===== src/rtl/bin_to_bcd_pkg.sv =====
// Shared types and constant helpers for the sequential binary-to-BCD converter.
package bin_to_bcd_pkg;

    typedef enum logic [1:0] {
        ST_IDLE  = 2'd0,
        ST_SHIFT = 2'd1,
        ST_DONE  = 2'd2
    } state_t;

    // Largest value representable in the given number of decimal digits.
    function automatic int unsigned max_value(input int unsigned digits);
        int unsigned p;
        p = 1;
        for (int unsigned i = 0; i < digits; i++) begin
            p = p * 10;
        end
        return p - 1;
    endfunction

    // Saturation pattern: 4'h9 in each of the low 'digits' nibbles.
    function automatic logic [19:0] all_nines(input int unsigned digits);
        logic [19:0] v;
        v = '0;
        for (int unsigned i = 0; i < digits; i++) begin
            v[4*i +: 4] = 4'h9;
        end
        return v;
    endfunction

endpackage


===== src/rtl/bin_to_bcd_digit_adj.sv =====
// Single-nibble double-dabble correction: add 3 when the digit is 5 or more.
module bcd_digit_adj (
    input  logic [3:0] nib,
    output logic [3:0] adj_c
);

    assign adj_c = (nib >= 4'd5) ? (nib + 4'd3) : nib;

endmodule


===== src/rtl/bin_to_bcd.sv =====
// Sequential shift-add-3 binary-to-BCD converter with start/busy/done handshake.
// Optional macro BIN_TO_BCD_AUTO_EN: self-start whenever bin_in changes while idle.
module bin_to_bcd
    import bin_to_bcd_pkg::*;
#(
    parameter int unsigned IN_W   = 14,
    parameter int unsigned DIGITS = 4
) (
    input  logic                  clk,
    input  logic                  rst,
    input  logic                  start,
    input  logic [IN_W-1:0]       bin_in,
    output logic                  busy,
    output logic                  done,
    output logic [4*DIGITS-1:0]   bcd_out,
    output logic                  ovf
);

    localparam int unsigned BCD_W   = 4 * DIGITS;
    localparam int unsigned SR_W    = BCD_W + IN_W;
    localparam int unsigned CNT_W   = $clog2(IN_W + 1);
    localparam int unsigned MAX_VAL = max_value(DIGITS);
    localparam logic [BCD_W-1:0] NINES = BCD_W'(all_nines(DIGITS));

    state_t            state;
    logic [SR_W-1:0]   sr;
    logic [SR_W-1:0]   sr_adj;
    logic [CNT_W-1:0]  cnt;
    logic              ovf_next;
    logic              accept;
    logic              bin_ovf;

    assign bin_ovf = 32'(bin_in) > MAX_VAL;

`ifdef BIN_TO_BCD_AUTO_EN
    logic [IN_W-1:0] last_bin;

    assign accept = start || (bin_in != last_bin);
`else
    assign accept = start;
`endif

    // Per-digit correction ahead of each shift; the binary field passes through.
    assign sr_adj[IN_W-1:0] = sr[IN_W-1:0];

    for (genvar g = 0; g < DIGITS; g++) begin : g_adj
        bcd_digit_adj u_adj (
            .nib   (sr[IN_W + 4*g +: 4]),
            .adj_c (sr_adj[IN_W + 4*g +: 4])
        );
    end

    always_ff @(posedge clk) begin
        if (rst) begin
            state    <= ST_IDLE;
            busy     <= 1'b0;
            done     <= 1'b0;
            bcd_out  <= '0;
            ovf      <= 1'b0;
            sr       <= '0;
            cnt      <= '0;
            ovf_next <= 1'b0;
`ifdef BIN_TO_BCD_AUTO_EN
            last_bin <= '0;
`endif
        end else begin
            done <= 1'b0;
            case (state)
                ST_IDLE: begin
                    if (accept) begin
                        sr       <= {{BCD_W{1'b0}}, bin_in};
                        cnt      <= CNT_W'(IN_W);
                        ovf_next <= bin_ovf;
                        busy     <= 1'b1;
                        state    <= ST_SHIFT;
`ifdef BIN_TO_BCD_AUTO_EN
                        last_bin <= bin_in;
`endif
                    end
                end
                ST_SHIFT: begin
                    sr  <= {sr_adj[SR_W-2:0], 1'b0};
                    cnt <= cnt - CNT_W'(1);
                    if (cnt == CNT_W'(1)) begin
                        busy  <= 1'b0;
                        state <= ST_DONE;
                    end
                end
                ST_DONE: begin
                    bcd_out <= ovf_next ? NINES : sr[SR_W-1:IN_W];
                    ovf     <= ovf_next;
                    done    <= 1'b1;
                    state   <= ST_IDLE;
                end
                default: begin
                    state <= ST_IDLE;
                end
            endcase
        end
    end

endmodule


===== config.mk =====
export PLATFORM = sky130hd
export DESIGN_NAME = bin_to_bcd
export DESIGN_NICKNAME = d
export VERILOG_FILES = /design/src/rtl/bin_to_bcd_pkg.sv /design/src/rtl/bin_to_bcd_digit_adj.sv /design/src/rtl/bin_to_bcd.sv
export SDC_FILE = /design/constraint.sdc
export NUM_CORES = 1
export LEC_CHECK = 0
export CAP_MARGIN = 0
export CORE_UTILIZATION = 35
export DETAILED_ROUTE_END_ITERATION = 8
export SYNTH_ARGS = -nofsm -noshare
export SYNTH_HDL_FRONTEND = slang
export SYNTH_SLANG_ARGS = --single-unit

===== constraint.sdc =====
create_clock -name clk -period 3.1 [get_ports clk]
set_input_delay 0.93 -clock clk [delete_from_list [all_inputs] [get_ports clk]]
set_output_delay 0.93 -clock clk [all_outputs]
set_load 0.02 [all_outputs]

# Word-level counts from Yosys, hierarchy flattened

Cells that the tools add are included.

Add/subtract/negate cells: 5
Order comparisons: 5
Equal/unequal tests: 5
Mux-type cells: 16
Reduce and logical (&&, ||, !) cells: 6

Operator list:

| cell                                                                   | number |
|---|---|
| 30-bit case mux with 2 select lines                                    | 1 |
| 30-bit two-way mux                                                     | 1 |
| 4-bit by 3-bit >= comparator with 1-bit output (second input constant) | 4 |
| 16-bit two-way mux                                                     | 1 |
| 4-bit two-way mux                                                      | 4 |
| 14-bit > comparator (second input constant)                            | 1 |
| 4-bit by 2-bit adder with 4-bit output (second input constant)         | 3 |
| 4-bit case mux with 2 select lines                                     | 1 |
| 2-bit AND reduction                                                    | 3 |
| 4-bit by 1-bit equality test with 1-bit output (second input constant) | 1 |
| 2-bit two-way mux                                                      | 2 |
| 2-bit inequality test (second input constant)                          | 2 |
| 2-bit case mux with 2 select lines                                     | 1 |
| 4-bit by 1-bit subtractor with 4-bit output (second input constant)    | 1 |
| 3-bit by 2-bit adder with 3-bit output (second input constant)         | 1 |
| 1-bit two-way mux                                                      | 3 |
| 3-bit two-way mux                                                      | 1 |
| 3-bit AND reduction                                                    | 1 |
| 2-bit by 1-bit equality test with 1-bit output (second input constant) | 1 |
| 2-bit equality test (second input constant)                            | 1 |
| 2-bit logical NOT                                                      | 1 |
| 1-bit case mux with 2 select lines                                     | 1 |
| 2-bit nonzero test                                                     | 1 |

Register bits after elaboration: 56
Input port bits: 17
Output and inout port bits: 19

# Logic depth before layout (Yosys ltp)

Gate-level depths: netlist of the first run.

Depth after elaboration: 3
Depth in mapped cells: 6

# Cells and area by module

From an unflattened synthesis of the first run, not the netlist that was laid out.

Cells, all modules: 330
Area total of the unflattened synthesis: 2700.1 um2

Modules (own cells, without submodules):

| module        | times used | cells an instance | area each (um2) |
|---|---|---|---|
| bin_to_bcd    | 1          | 266               | 2294.7 |
| bcd_digit_adj | 4          | 16                | 101.3 |

# Least setup slack after synthesis of the first run

Ideal clock, no wire load.

Path type: input to register
Start: in rst
End: reg bcd_out[0]
Data arrival time: 1.538 ns
Required time: 2.968 ns
Slack: 1.430 ns
Stages: 3
Cells stage by stage: clkbuf_1 -> clkbuf_1 -> nor3_1

RTL lines:

| item                 | line             | text |
|---|---|---|
| from (decl)          | bin_to_bcd.sv:10 | `input logic rst,` |
| to (signal assigned) | bin_to_bcd.sv:90 | `bcd_out <= ovf_next ? NINES : sr[SR_W-1:IN_W];` |
| to (decl)            | bin_to_bcd.sv:15 | `output logic [4*DIGITS-1:0] bcd_out,` |

No word-level cell between the ends.

# Worst setup path in the final report of the first run

Start: in start
End: reg sr[24]

Cells in the longest elaborated chain, start to end: 2

RTL lines:

| item                            | line             | text |
|---|---|---|
| from (decl)                     | bin_to_bcd.sv:11 | `input logic start,` |
| 2-bit inequality test (no line) | n/a              |  |
| 2-bit AND reduction (no line)   | n/a              |  |
| to (signal assigned)            | bin_to_bcd.sv:71 | `sr <= {{BCD_W{1'b0}}, bin_in};` |
| to (signal assigned)            | bin_to_bcd.sv:82 | `sr <= {sr_adj[SR_W-2:0], 1'b0};` |
| to (decl)                       | bin_to_bcd.sv:26 | `logic [SR_W-1:0] sr;` |

Every way passes these cells.
A chain may end at the register's enable or synchronous reset.

==> out/metrics.yaml, run 1 <==
cells_and_area:
  layout.cells.non_filler: 436
  regArea_um2: 1120
  antennaDiodeCount: 0
  layout-drive-gt1-share: 0.0588
  nNetsFinal: 366
  multi_input_area_um2: 1310
  final_cell_area_um2: 3100
  synthToLayoutAreaGrowth_pct: 20.7
  fillers: 702
logic_synthesis:
  synth.area.top_cells: "dfxtp_1 44%, nor2_1 8.3%, nor3_1 5.3%, a21oi_1 4.9%, ha_1 4.9%"
  synthMuxAreaShare: 0.0156
  ys.flop_type: "dfxtp_1"
  synth_commonest_cells: "57 x nor2_1, 56 x dfxtp_1, 27 x nor3_1"
  yosysUniqueCellTypes: 34
  synthAdderAreaFrac: 0.0487
  syn_nets: 336
  synth_top_family_by_area: "simple AND/OR/NAND/NOR gates"
  async_reset_ff_frac: 0
  yosys.area.top_type_share: 0.436
  synth-edff-count: 0
  netlist_instances: 309
  yosysTopAreaCell: "dfxtp_1"
  ys_seq_area_frac: 0.436
  syn-cell-area_um2: 2570
  synth_simple_gate_area_frac: 0.241
  ys_ff_latch: 56
  synth-compound-area-share: 0.179
  yosysMostFrequentCell: "nor2_1"
  synth-xor-area-share: 0.0239
  syn_area_per_cell_um2: 8.32
  synth_warnings: 0
worst_setup_path:
  cp_max_fo: 11
  worstPathArrival_ns: 2.51
  start_kind: "primary input"
  end_kind: "flop"
  slowest_delay_ns: 0.60
  required_ns: 3.36
  path_cells: "clkdlybuf4s50_1 > o21ba_2 > nor2_1 > a22o_1"
  ff2ff_path_depth: 4
  critPathSlowestCell: "nor2_1"
  path_class: "primary input to flop"
floorplanning:
  io_pins: 36
  dieArea_um2: 7690
  start_util: 0.370
  die_height_um: 87.7
  rows: 30
  core_um2: 6940
  fp.dieW_um: 87.7
clock_tree:
  cts.sinks: 56
  clk_transition_reported_paths_ns: 0.11
  post_cts_resize_count: 0
  clk_latency_ns: 0.32
  cts_buffers: 5
  clockRootBuffer: "clkbuf_8"
  ctsHtreeMaxLevel: 2
  post-cts-setup-buffers: 0
  cts_tree: "done"
  clock_path_buffers: 2
  postCtsHoldBufs: 0
detailed_routing:
  postRouteAntennaNets: 0
  drc: 0
  vias: 2165
  wl_per_cell_um: 13.2
  post_drt_via_cell_ratio: 4.97
  drtPass1Iterations: 4
  drt-initial-drc-count: 116
  drt-total-wl_um: 5740
timing:
  rsz0062_at_grt: "false"
  tns_ns: 0
  maxSlewViolCount: 0
  max_slew_margin: 0.428
  hold_ws_ns: 0.457
  post-route-period-util: 0.724
  fmax_mhz: 445
  report.final.setup_viol: 0
  fin_skew_ns: 0.0134
  worst_pin_slew_ns: 0.857
  fin_crit_ns: 2.24
  hold_viol: 0
placed_design:
  globalplace.congestion: 0.721
  port-buffer-count: 35
  place_area_um2: 3010
  hpwlAfterDp_um: 3830
  dp.cells: 428
global_route:
  antenna_found_initial: 0
  grt_pass1_vias: 1950
  grt.overflow.total: 0
  grt_max_degree: 33
  gr-usage-all-layers: 0.159
  grt_pass1_wl_um: 9500
pwr:
  worst_ir_drop_vdd_v: 0.000173
  powerDensity_nw_per_um2: 439
  power.leakage_nw: 1.17
job:
  maxCapViolations: 0
min_path:
  worstHoldPathCells: 2
  hold_class: "flop to flop"
run_status:
  status: "finished clean"
## worst max-delay path, delay by kind of cell
kind,cells,cell delay [ns]
and+or+nand+nor,1,0.60
buffers and inverters,1,0.43
AOI/OAI and AO/OA,2,0.54
## layout make-up
class | instances | share of cell area
clock buffer | 5 | 0.0222
clock inverter | 3 | 0.00807
inverter | 11 | 0.0133
multi-input combinational | 221 | 0.422
sequential | 56 | 0.361
tap | 96 | 0.0387
timing repair buffer | 44 | 0.135
## routing by layer
metal / track usage / up-vias / wire length [um]
met2: 0.241 / 44 / 2380
met3: 0.0320 / 6 / 198
met5: 0 / - / 0
li1: - / 1120 / -
met4: 0.0492 / 0 / 76
met1: 0.228 / 995 / 3080
## registers in the layout (all words and copies together) (netlist names)
signal    cells
state         2
bcd_out      16
ovf_next      1
sr           30
ovf           1
cnt           4
done          1
busy          1
## layout by cell type (no fill, tap or decap), drive strengths merged
cell / n
nand4b: 1
clkdlybuf4s50: 35
xor2: 3
a22o: 11
nor4: 1
a211oi: 2
o21a: 1
nor3: 27
nand2b: 7
a22oi: 2
nor2: 57
dfxtp: 56
nand3b: 5
o221a: 1
or3: 4
ha: 10
clkbuf: 5
nor2b: 13
a21oi: 25
nand2: 17
mux2i: 4
clkinvlp: 1
a311oi: 5
nand3: 1
xnor2: 4
a32oi: 4
o31ai: 4
buf: 9
o21bai: 2
a221oi: 1
o21ba: 1
a2bb2oi: 1
inv: 13
o21ai: 7
## where the power goes
part | total [mW] | switching (mW) | internal [mW]
Clock | 0.418 | 0.253 | 0.165
Combinational | 0.172 | 0.0944 | 0.0781
Sequential | 0.770 | 0.0220 | 0.748
Total | 1.36 | 0.370 | 0.992
## metrics by stage
stage,setup slack (ns),power [mW],utilization
after detailed placement,0.535,0.959,0.433
after floorplan,1.43,0.898,-
after global routing,0.758,1.43,0.447
after global placement,0.600,0.956,0.433
after CTS,0.863,1.38,0.447
final,0.855,1.36,0.447
## worst paths after layout
check              start     endpoint  slack [ns]
max                start       sr[24]        0.86
min          bcd_out[14]  bcd_out[14]        0.46
max reg2reg     state[0]   bcd_out[9]        1.21
min reg2reg  bcd_out[14]  bcd_out[14]        0.46
## kinds of logic after synthesis
group           after synthesis
flops                        56
xor+xnor                      7
buf+inv                      32
fa+ha+maj                    10
mux                           4
compound gates               67
simple gates                133
No activity file was read; power rests on OpenSTA's default activity.
==> inputs of run 2 (changes only) <==
==> constraint.sdc (replaced) <==
create_clock -name clk -period 2.07 [get_ports clk]
set_input_delay 0.621 -clock clk [delete_from_list [all_inputs] [get_ports clk]]
set_output_delay 0.621 -clock clk [all_outputs]
set_load 0.02 [all_outputs]
==> out/metrics.yaml, run 2 (synthesis results as in run 1) <==
clock_tree:
  ctsHtreeMaxLevel: 2  # unchanged
  post_cts_resize_count: 0  # unchanged
  clk_transition_reported_paths_ns: 0.10  # was 0.11 ns
  cts_buffers: 5  # unchanged
  clockRootBuffer: "clkbuf_8"  # unchanged
  cts.sinks: 56  # unchanged
  clock_path_buffers: 2  # unchanged
  clk_latency_ns: 0.30  # was 0.32 ns
  cts_tree: "done"  # unchanged
  post-cts-setup-buffers: 0  # unchanged
  postCtsHoldBufs: 0  # unchanged
timing:
  max_slew_margin: 0.519  # was 0.428
  fin_skew_ns: 0.00758  # was 0.0134 ns
  maxSlewViolCount: 0  # unchanged
  report.final.setup_viol: 0  # unchanged
  fin_crit_ns: 1.91
  rsz0062_at_grt: "false"  # unchanged
  worst_pin_slew_ns: 0.718  # was 0.857 ns
  fmax_mhz: 523
  hold_viol: 0  # unchanged
  post-route-period-util: 0.924
  tns_ns: 0  # unchanged
worst_setup_path:
  ff2ff_path_depth: 5  # was 4
  critPathLaunch: "bcd_out[1]"  # was start
  required_ns: 1.45  # was 3.36 ns
  timing.rr.end: "cnt[2]"  # was bcd_out[9]
  worstPathArrival_ns: 1.29  # was 2.51 ns
  end_kind: "output pin"  # was flop
  reg2reg_from: "state[0]"  # unchanged
  slowest_delay_ns: 0.63  # was 0.60 ns
  path_cells: "clkdlybuf4s50_1"  # was clkdlybuf4s50_1 > o21ba_2 > nor2_1 > a22o_1
  path_buf_inv: 1  # unchanged
  cp_max_fo: 2  # was 11
  cpLargestDelayFamily: "buffers and inverters"  # was simple AND/OR/NAND/NOR gates
  path_class: "flop to output pin"  # was primary input to flop
  r2r_slack_ns: 0.38  # was 1.21 ns
  start_kind: "flop"  # was primary input
  critPathSlowestCell: "clkdlybuf4s50_1"  # was nor2_1
placed_design:
  port-buffer-count: 35  # unchanged
  hpwlAfterDp_um: 3920  # was 3830 um
  dp.cells: 430  # was 428
  globalplace.congestion: 0.756  # was 0.721
floorplanning:
  core_um2: 6940  # unchanged
  start_util: 0.370  # unchanged
  rows: 30  # unchanged
  io_pins: 36  # unchanged
  dieArea_um2: 7690  # unchanged
  fp.dieW_um: 87.7  # unchanged
  die_height_um: 87.7  # unchanged
cells_and_area:
  synthToLayoutAreaGrowth_pct: 22.6  # was 20.7%
  layout-drive-gt1-share: 0.0643  # was 0.0588
  antennaDiodeCount: 0  # unchanged
  most-common-layout-cells: "57 x nor2_1, 56 x dfxtp_1, 35 x clkdlybuf4s50_1"  # unchanged
  largestRegisters: "sr: 30 flops, bcd_out: 16 flops, cnt: 4 flops"  # unchanged
  largest_reg_flops: 30  # unchanged
  nNetsFinal: 368  # was 366
  fillers: 712  # was 702
  top_register: "sr"  # unchanged
  final_common_cell: "nor2_1"  # unchanged
  layout.cells.non_filler: 438  # was 436
detailed_routing:
  drt-total-wl_um: 5830  # was 5740 um
  postRouteAntennaNets: 0  # unchanged
  vias: 2206  # was 2165
  wl_per_cell_um: 13.3  # was 13.2 um
  drc: 0  # unchanged
  drtPass1Iterations: 4  # unchanged
  drt-initial-drc-count: 113  # was 116
  post_drt_via_cell_ratio: 5.04  # was 4.97
global_route:
  grt_max_degree: 23  # was 33
  grt_pass1_wl_um: 9870  # was 9500 um
  grt.overflow.total: 0  # unchanged
  gr-usage-all-layers: 0.165  # was 0.159
  grt_pass1_vias: 2015  # was 1950
  antenna_found_initial: 0  # unchanged
pwr:
  worst_ir_drop_vdd_v: 0.000258  # was 0.000173 V
  total_power_mw: 2.15  # was 1.36 mW
  power.leakage_nw: 1.20  # was 1.17 nW
  powerDensity_nw_per_um2: 682  # was 439 nW/um2
run_status:
  status: "finished clean"  # unchanged
job:
  maxCapViolations: 0  # unchanged
min_path:
  hold_class: "flop to flop"  # unchanged
  worstHoldPathCells: 2  # unchanged
  worstHoldStart: "bcd_out[14]"  # unchanged
  worstHoldEndpoint: "bcd_out[14]"  # unchanged
==> run 2: routing by layer <==
metal  global-route usage  wire length (um)
met5                    0                 0
met2                0.238              2450
met1                0.253              3040
met3               0.0264               272
met4               0.0447                67
==> run 2: worst max-delay path by stage <==
stage | to | slack [ns] | cells past startpoint
global placement | sr[23] | -0.06 | 4
floorplan | bcd_out[0] | 0.71 | 3
CTS | bcd_out[1] | 0.14 | 1
global route | bcd_out[1] | 0.09 | 1
detailed placement | sr[19] | -0.08 | 4
finish | bcd_out[1] | 0.16 | 1
==> run 2: metrics by stage <==
stage	cell area, um2	setup WS, ns	hold slack (ns)	util
floorplan	2570	0.709	0.449	-
global placement	3040	-0.0585	0.440	0.437
detailed placement	3040	-0.0782	0.443	0.437
CTS	3150	0.136	0.458	0.454
global route	3150	0.0917	0.472	0.454
finish	3150	0.158	0.454	0.454
==> run 2: power breakdown <==
part / switching, mW / internal (mW) / leakage (nW)
registers: 0.0380 / 1.12 / 0.457
clock network: 0.370 / 0.365 / 0.0583
logic: 0.138 / 0.119 / 0.682
==> run 2: final cells by class <==
type / count / area (um2) / share of cell area
multi-input cells: 221 / 1310 / 0.415
flip-flops and latches: 56 / 1120 / 0.356
repair buffers: 46 / 445 / 0.141
well taps: 96 / 120 / 0.0381
clock buffers: 5 / 68.8 / 0.0218
clock inverters: 3 / 47.5 / 0.0151
inverters: 11 / 41.3 / 0.0131
